## src/rtl/dmem_access_ctrl.sv

```systemverilog
// Arbiter/sequencer sharing the 128x32 data memory between the pipeline MEM
// stage (port A, priority) and a debug/loader port (port B). Writes are
// one-cycle dm_write pulses, each followed by a one-cycle recovery gap so the
// memory sees a fresh rising edge for every write.
module dmem_access_ctrl #(
    parameter int DEPTH    = 128,
    parameter int MAX_HOLD = 4
) (
    input  logic        clk,
    input  logic        rst,
    // port A: pipeline MEM stage
    input  logic        mem_read,
    input  logic        mem_write,
    input  logic [31:0] mem_addr,
    input  logic [31:0] mem_wdata,
    output logic [31:0] mem_rdata,
    output logic        mem_stall,
    // port B: debug/loader
    input  logic        dbg_req,
    input  logic        dbg_we,
    input  logic [31:0] dbg_addr,
    input  logic [31:0] dbg_wdata,
    output logic        dbg_gnt,
    output logic        dbg_rvalid,
    output logic [31:0] dbg_rdata,
    // memory side
    output logic        dm_read,
    output logic        dm_write,
    output logic [31:0] dm_addr,
    output logic [31:0] dm_wdata,
    input  logic [31:0] dm_rdata,
    // sticky error flag
    output logic        err_addr
);

    localparam int             CW       = $clog2(MAX_HOLD + 1);
    localparam logic [CW-1:0]  HOLD_MAX = CW'(MAX_HOLD);
    localparam logic [31:0]    DEPTH_W  = 32'(DEPTH);

    typedef enum logic {IDLE, WR_REC} state_t;

    state_t         state_q, state_d;
    logic [CW-1:0]  starve_q, starve_d;
    logic           rvalid_q, rvalid_d;
    logic [31:0]    rdata_q, rdata_d;
    logic           err_q, err_d;

    logic a_req;
    logic b_sel;

    assign a_req = mem_read | mem_write;
    // B wins when A is idle, or when it has been starved for MAX_HOLD cycles
    assign b_sel = dbg_req && (!a_req || (starve_q == HOLD_MAX));

    assign dbg_rvalid = rvalid_q;
    assign dbg_rdata  = rdata_q;
    assign err_addr   = err_q;

    // State, starvation counter, registered B read return and sticky error
    always_ff @(posedge clk or posedge rst) begin
        if (rst) begin
            state_q  <= IDLE;
            starve_q <= '0;
            rvalid_q <= 1'b0;
            rdata_q  <= '0;
            err_q    <= 1'b0;
        end else begin
            state_q  <= state_d;
            starve_q <= starve_d;
            rvalid_q <= rvalid_d;
            rdata_q  <= rdata_d;
            err_q    <= err_d;
        end
    end

    // Arbitration, memory command generation and next-state logic
    always_comb begin
        state_d   = state_q;
        rvalid_d  = 1'b0;
        rdata_d   = rdata_q;
        err_d     = err_q;
        dm_read   = 1'b0;
        dm_write  = 1'b0;
        dm_addr   = '0;
        dm_wdata  = '0;
        mem_rdata = '0;
        mem_stall = 1'b0;
        dbg_gnt   = 1'b0;

        case (state_q)
            WR_REC: begin
                // write recovery gap: memory idle, A held off
                mem_stall = a_req;
                state_d   = IDLE;
            end
            default: begin
                if (b_sel) begin
                    dbg_gnt   = 1'b1;
                    mem_stall = a_req;
                    if (dbg_addr >= DEPTH_W) begin
                        // out of range: consume the request, return zero on reads
                        err_d = 1'b1;
                        if (!dbg_we) begin
                            rvalid_d = 1'b1;
                            rdata_d  = '0;
                        end
                    end else if (dbg_we) begin
                        dm_write = 1'b1;
                        dm_addr  = dbg_addr;
                        dm_wdata = dbg_wdata;
                        state_d  = WR_REC;
                    end else begin
                        dm_read  = 1'b1;
                        dm_addr  = dbg_addr;
                        rvalid_d = 1'b1;
                        rdata_d  = dm_rdata;
                    end
                end else if (a_req) begin
                    if (mem_read && mem_write) begin
                        // conflicting request: dropped, flagged
                        err_d = 1'b1;
                    end else if (mem_addr >= DEPTH_W) begin
                        err_d = 1'b1;
                    end else if (mem_read) begin
                        dm_read   = 1'b1;
                        dm_addr   = mem_addr;
                        mem_rdata = dm_rdata;
                    end else begin
                        dm_write = 1'b1;
                        dm_addr  = mem_addr;
                        dm_wdata = mem_wdata;
                        state_d  = WR_REC;
                    end
                end
            end
        endcase

        // count cycles B waits; cleared by a grant or by B withdrawing
        if (dbg_req && !dbg_gnt)
            starve_d = (starve_q == HOLD_MAX) ? starve_q : starve_q + 1'b1;
        else
            starve_d = '0;
    end

endmodule

```

## config.mk

```make
export PLATFORM = sky130hd
export DESIGN_NAME = dmem_access_ctrl
export DESIGN_NICKNAME = d
export VERILOG_FILES = /design/src/rtl/dmem_access_ctrl.sv
export SDC_FILE = /design/constraint.sdc
export NUM_CORES = 1
export LEC_CHECK = 0
export BUFFER_PORTS_ARGS = -buffer_cell sky130_fd_sc_hd__buf_4
export CORE_AREA = 8 8 109 111
export DETAILED_ROUTE_END_ITERATION = 10
export DIE_AREA = 0 0 117 119
export PLACE_DENSITY = 0.69
export SKIP_CTS_REPAIR_TIMING = 1
export SLEW_MARGIN = 10
export SYNTH_ARGS = -nofsm -noshare
export SYNTH_HDL_FRONTEND = slang
export SYNTH_SLANG_ARGS = --single-unit
```

## constraint.sdc

```tcl
create_clock -name clk -period 5.51 [get_ports clk]
set_input_delay 0.551 -clock clk [delete_from_list [all_inputs] [get_ports clk]]
set_output_delay 0.551 -clock clk [all_outputs]
set_load 0.05 [all_outputs]
```

## Yosys cells after proc, flatten, opt, wreduce, memory -nomap -nowiden

Index checks and enable logic that the tools add are counted.

- Mux-type cells: 52
- Reduce and logical (&&, ||, !) cells: 10
- Equal/unequal tests: 3
- Bitwise gates (word level): 3
- Order comparisons: 2
- Add/subtract/negate cells: 1

Operators with widths:

| cell | number |
|---|---|
| $mux W32 | 23 |
| $ge A32 B8 Y1 const B | 2 |
| $mux W1 | 27 |
| $mux W3 | 2 |
| $reduce_and A4 Y1 | 1 |
| $add A3 B1 Y3 const B | 1 |
| $eq A3 B3 Y1 const B | 1 |
| $logic_and A1 B1 Y1 | 3 |
| $reduce_and A3 Y1 | 1 |
| $reduce_bool A3 Y1 | 1 |
| $logic_not A1 Y1 | 2 |
| $ne A2 B1 Y1 const B | 1 |
| $ne A2 B2 Y1 const B | 1 |
| $not A1 Y1 | 2 |
| $reduce_bool A2 Y1 | 1 |
| $logic_or A1 B1 Y1 | 1 |
| $or A1 B1 Y1 | 1 |

- Register bits after elaboration: 38
- Word-level logic and storage cells: 76
- Output and inout port bits: 134
- Input bits: 166

## Depth between registers and ports, before layout

Gate-level depths: netlist of the first run.

- Word-level depth: 9
- Gate-level depth with buffers: 8
- Gate-level depth less buffers: 6

## Least setup slack after synthesis of the first run

No wires, ideal clock.

- Path type: input -> output
- Start: input mem_addr[9]
- End: output dm_addr[3]
- Setup slack: 2.439 ns
- Stages on the path: 5
- Required time: 4.959 ns
- Arrival time: 2.520 ns
- Buffers on the path: 1
- Cells stage by stage: nor4_1 nand4_2 buf_6 or4_1 a21oi_1

- Word-level cells in the longest chain between the ends: 6

Ends and longest elaborated chain:

| what | line | source |
|---|---|---|
| start, declared | 14 | `input logic [31:0] mem_addr,` |
| $ge A32 B8 Y1 | 122 | `end else if (mem_addr >= DEPTH_W) begin` |
| $mux W32 | 122 |  |
| $mux W32 | 119 | `if (mem_read && mem_write) begin` |
| $mux W32 | 118 | `end else if (a_req) begin` |
| $mux W32 | 97 | `if (b_sel) begin` |
| $mux W32 | 90 | `case (state_q)` |
| end, declared | 29 | `output logic [31:0] dm_addr,` |

Every way passes these cells.

## Worst setup path in the final report of the first run

- Start: input mem_addr[9]
- End: output mem_rdata[27]

- Word-level cells in the longest chain between the ends: 6

Ends and longest elaborated chain:

| what | line | source |
|---|---|---|
| $ge A32 B8 Y1 | 122 |  |
| $mux W32 | 122 |  |
| $mux W32 | 119 |  |
| $mux W32 | 118 |  |
| $mux W32 | 97 |  |
| $mux W32 | 90 |  |
| end, declared | 16 | `output logic [31:0] mem_rdata,` |

Every way passes these cells.

==> results of run 1 <==
-- registers in the layout, indices dropped and copies added (netlist names) --
name and flops:
dbg_rdata 32, starve_q 3, dbg_rvalid 1, err_addr 1, state_q 1
-- routing by layer --
metal | share of wire, % | global-route usage [%] | routed length (µm)
met5 | 0 | 0 | 0
met1 | 37 | 21.2 | 5510
met2 | 49 | 35.4 | 7280
met3 | 13 | 7.88 | 1880
met4 | 1.4 | 3.60 | 209
-- worst max-delay path, cell delays in order --
cell	delay [ns]
buf_4	0.11
nor4_1	0.42
nand4_2	0.15
buf_4	0.29
nor4_4	0.54
buf_6	0.26
and2_1	0.18
buf_4	0.21
-- power by group through the flow --
stage          clock network (mW)  registers [mW]  logic (mW)
6_report                    0.282           0.284       0.276
5_1_grt                     0.299           0.284       0.294
4_1_cts                     0.289           0.284       0.276
3_5_place_dp                    0           0.289       0.275
3_3_place_gp                    0           0.289       0.274
2_1_floorplan                   0           0.289       0.157
-- kinds of logic after synthesis --
group,share of synthesized area [%]
flip-flops,29.7
AO/OA/AOI/OAI,20.3
adder cells (fa/ha/maj),0.781
other,0.117
AND/OR/NAND/NOR,36.6
XOR/XNOR,0.547
buffers and inverters,12.0
-- cell usage in the layout, fill, tap and decap left out, types with 2 or more instances in the layout --
master and instances:
nand2_1 45, clkbuf_8 5, buf_4 282, and2_1 34
nor2_1 7, a21oi_1 9, nor4_1 10, o22a_1 31
conb_1 25, or4_1 7, bufinv_16 2, and4_1 2
nand3_1 41, ha_1 2, dfrtp_1 38, nor3_1 67
a22o_1 34, inv_1 6, nand4_1 2
-- worst min-delay path by stage --
stage | end | start | cells after the start | slack (ns)
6_report | dbg_rdata[6] | rst | 3 | 0.38
3_3_place_gp | err_addr | err_addr | 1 | 0.46
3_5_place_dp | err_addr | err_addr | 1 | 0.48
4_1_cts | dbg_rdata[6] | rst | 3 | 0.39
5_1_grt | dbg_rdata[6] | rst | 3 | 0.42
2_1_floorplan | starve_q[0] | starve_q[0] | 2 | 0.54
-- per-stage QoR --
stage | utilization (%) | instances | power, mW | worst slack (ns)
after floorplan | - | 443 | 0.446 | 2.44
after global placement | 51.8 | 793 | 0.563 | 2.06
after detailed placement | 51.8 | 793 | 0.565 | 1.85
after CTS | 53.2 | 801 | 0.849 | 1.85
after global routing | 53.3 | 802 | 0.876 | 2.08
final | 53.3 | 802 | 0.841 | 2.23
-- area by class of cell --
cell class,count,share of cell area (%)
Timing Repair Buffer,283,39.5
Multi-Input combinational cell,331,36.7
Sequential cell,38,17.7
Tap cell,136,3.16
Clock buffer,5,1.28
Clock inverter,3,1.28
Inverter,6,0.418
==> results.ini, run 1 <==
[cts]
cts.sinks = 38
cts_max_path_buffers = 2
clk_latency_ns = 0.29
cts-htree-levels = 2
cts-root-buf = clkbuf_8
cts_made_buffers = 5
cts.clk_slew.worst_paths_ns = 0.08
tritoncts = yes

[power_and_ir_drop]
p_sw_share_pct = 31.6
seqPwrFrac_pct = 33.7
clock_power_share_pct = 33.5
total_leakage_power_nw = 2.72
cellInternalPower_mw = 0.575
cellPowerDensity_nw_per_um2 = 156
pwr-share-comb_pct = 32.8
p_sw_mw = 0.266
ir_drop_uv = 114

[routing]
first_iter_violations = 207
vias = 4068
vias_per_cell = 5.07
drc = 0
wl_mm = 14.9
final_antenna_net_count = 0
drt_pre_antenna_iters = 4
post_drt_wl_per_cell_um = 18.6

[synth]
synth_seq_cells = 38
synthCells = 419
yosysMostFrequentCell = nor3_1
synth_largest_area_cell = dfrtp_1
syn_area_um2 = 3200
yosysTopAreaCellShare_pct = 29.7
synth_flop_cell = dfrtp_1
async_flop_share_pct = 100
synth_edf_count = 0
yosys_warnings = 0
synth_area_leaders = dfrtp_1 (30%), nor3_1 (10%), a22o_1 (9.3%), o22a_1 (8.5%), and2_1 (6.6%)
avgSynthCellArea_um2 = 7.65
synth_commonest_cells = nor3_1 (67), nand2_1 (45), nand3_1 (41), dfrtp_1 (38), clkbuf_1 (35)
synth.yosys.seq_area_share_pct = 29.7
synth.distinct_cells = 34

[final_layout]
drive_gt1_share_pct = 44.6
num-fill-cells = 959
antenna_cells = 0
multiInputGateArea_um2 = 1970
nNetsFinal = 833
seqCellArea_um2 = 951
final_area_um2 = 5380
area.growth.synth_to_final_pct = 68.0

[sta]
setup-violations-final = 0
period_needed_ns = 3.28
finalHoldViolCount = 0
finClkSkew_ns = 0.00803
drv_slew = 0
worstMarginPinSlew_ns = 1.15
hold_slack_ns = 0.379
slew_headroom_pct = 23.0
finalCritPeriodShare_pct = 59.6
rsz0062_at_grt = false
fin_setup_tns_ns = 0
max_freq_mhz = 304

[die]
die_h_um = 119
std_cell_rows = 37
pin_count = 300
initial_core_util_pct = 31.8
die_w_um = 117
dieArea_um2 = 13900
core_um2 = 10100

[global_route]
grt_overflow = 0
grt_pass1_wl_mm = 22.3
grt_antenna_before_repair = 0
grt_max_degree = 42
grt_util_all_layers_pct = 19.7
grt_pass1_vias = 4276

[worst_setup_path]
rrSetupSlack_ns = 3.32
cp-startpoint = mem_addr[9]
worstRegToRegCells = 7
cp-start-kind = input pin
end_kind = output port
crit_type = input pin to output port
arrival_ns = 2.73
rr_endpoint = state_q
crit_required_ns = 4.96
critPathCapture = mem_rdata[27]
path_max_fanout = 41
r2r_start = starve_q[0]

[worst_hold_path]
min_path_type = input pin to asynchronous set/reset pin

[flow_run]
cap_violations = 0

[placement]
dp_hpwl_mm = 12.0
place.gp.congestion = 0.850
numPortBuffers = 274
dpl_cell_area_um2 = 5230

[outcome]
status = finished, final reports clean

Note: power is estimated with default switching activity, not from simulation.
==> inputs of run 2 (changes only) <==
CORE_AREA = 8 8 110 112   (was 8 8 109 111)
DIE_AREA = 0 0 118 120   (was 0 0 117 119)
PLACE_DENSITY = 0.68   (was 0.69)
clock period = 3.3 ns   (was 5.51 ns; I/O delays follow)
==> run 2 against run 1 <==
Register-to-register slack lost 2.0 ns; via count grew 1.2%; worst setup slack lost 1.7 ns; cell count grew 1.0%; die area grew 1.7%; global-route usage grew 0.73 points; clock skew grew 0.0035 ns; clock power grew 20%; non-clock buffer count grew 4; highest routed layer unchanged.
==> results.ini, run 2 (synthesis results as in run 1) <==
[global_route]
grt_pass1_vias = 4335  ; +1.4%
grt_antenna_before_repair = 0  ; unchanged
grt_max_degree = 39  ; -7.1%
grt_util_all_layers_pct = 20.4  ; +0.73 points
grt_overflow = 0  ; unchanged
grt_pass1_wl_mm = 23.6  ; +5.9%

[final_layout]
largest_reg_flops = 32  ; unchanged
final_cell_mix = buf_4 (287), nor3_1 (67), nand2_1 (45), nand3_1 (41), dfrtp_1 (38)
final_common_cell = buf_4
nNetsFinal = 837  ; +0.48%
num-fill-cells = 1038  ; +8.2%
drive_gt1_share_pct = 44.9  ; +0.33 points
antenna_cells = 0  ; unchanged
area.growth.synth_to_final_pct = 67.5
multiInputGateArea_um2 = 1970  ; -0.25%
seqCellArea_um2 = 951  ; unchanged

[routing]
final_antenna_net_count = 0  ; unchanged
drt_pre_antenna_iters = 4  ; unchanged
drc = 0  ; unchanged
vias_per_cell = 5.08  ; +0.20%
first_iter_violations = 268  ; +29%
wl_mm = 15.3  ; +3.1%
post_drt_wl_per_cell_um = 18.9  ; +2.1%
vias = 4117  ; +1.2%

[cts]
clk_latency_ns = 0.29  ; about the same
cts.clk_slew.worst_paths_ns = 0.08  ; about the same
cts_made_buffers = 5  ; unchanged
cts-htree-levels = 2  ; unchanged
cts_max_path_buffers = 2  ; unchanged
tritoncts = yes
cts-root-buf = clkbuf_8
cts.sinks = 38  ; unchanged

[placement]
place.gp.congestion = 0.817  ; -3.8%
numPortBuffers = 274  ; unchanged
dp_hpwl_mm = 12.5  ; +4.0%

[die]
die_w_um = 118  ; +0.85%
pin_count = 300  ; unchanged
die_h_um = 120  ; +0.84%
initial_core_util_pct = 30.5  ; -1.3 points
dieArea_um2 = 14200  ; +1.7%
std_cell_rows = 38  ; +2.7%
core_um2 = 10500  ; +4.1%

[outcome]
status = finished, final reports clean

[power_and_ir_drop]
power.total_mw = 1.28  ; +52%
total_leakage_power_nw = 2.72  ; about the same
ir_drop_uv = 193  ; +69%
cellPowerDensity_nw_per_um2 = 238  ; +52%

[worst_setup_path]
cp-start-kind = flop
crit_required_ns = 2.97  ; -1.99 ns
arrival_ns = 2.45  ; -0.28 ns
end_kind = output port
crit_type = flop to output port
path_max_fanout = 23  ; -44%

[flow_run]
cap_violations = 0  ; unchanged

[sta]
rsz0062_at_grt = false
fin_setup_tns_ns = 0  ; unchanged
finalCritPeriodShare_pct = 84.2
drv_slew = 0  ; unchanged
period_needed_ns = 2.78
finalHoldViolCount = 0  ; unchanged
max_freq_mhz = 360
finClkSkew_ns = 0.0115  ; +0.00347 ns
setup-violations-final = 0  ; unchanged

[worst_hold_path]
min_path_type = input pin to asynchronous set/reset pin

run 2: path summary, 6_finish.rpt:
path,from,endpoint,slack (ns),depth (start not counted)
min,rst,starve_q[1],0.16,3
min reg2reg,err_addr,err_addr,0.49,1
max,starve_q[0],mem_rdata[4],0.52,8
max in group asynchronous,rst,dbg_rdata[12],2.80,3
min in group clk,dm_rdata[22],dbg_rdata[22],0.27,2
max reg2reg,starve_q[0],dbg_rdata[11],1.28,7
run 2: power breakdown:
part	switching (mW)	internal, mW	total, mW	leakage (nW)
combinational	0.275	0.190	0.465	2.15
clock	0.169	0.168	0.337	0.0472
sequential	0.00381	0.470	0.473	0.524
run 2: metal layers:
| layer | share of wire, % | GRT usage (%) |
|---|---|---|
| met1 | 38 | 21.8 |
| met2 | 52 | 37.8 |
| met3 | 9.2 | 7.42 |
| met4 | 1.1 | 4.16 |
| met5 | 0 | 0 |
run 2: layout make-up:
type                            count  share of cell area, %
Clock buffer                        6                   1.54
Tap cell                          140                   3.26
Sequential cell                    38                   17.7
Multi-Input combinational cell    331                   36.7
Timing Repair Buffer              287                   40.1
Clock inverter                      2                  0.233
Inverter                            6                  0.420
run 2: per-stage QoR:
stage | worst slack, ns | std cells | utilization (%) | instance area [µm²] | hold slack [ns]
after floorplan | 0.569 | 443 | - | 3290 | 0.463
after global placement | 0.782 | 802 | 50.2 | 5270 | 0.458
after detailed placement | 0.647 | 802 | 50.2 | 5270 | 0.484
after CTS | 0.480 | 810 | 51.1 | 5370 | 0.161
after global routing | 0.336 | 810 | 51.1 | 5370 | 0.203
final | 0.523 | 810 | 51.1 | 5370 | 0.158
run 2: critical path, cell delays in order (launching register included):
cell and delay [ns]:
dfrtp_1 0.39, inv_1 0.06, ha_1 0.23, o2bb2ai_1 0.20, and2_1 0.30, nor4_4 0.33
buf_4 0.26, and2_1 0.17, buf_4 0.20
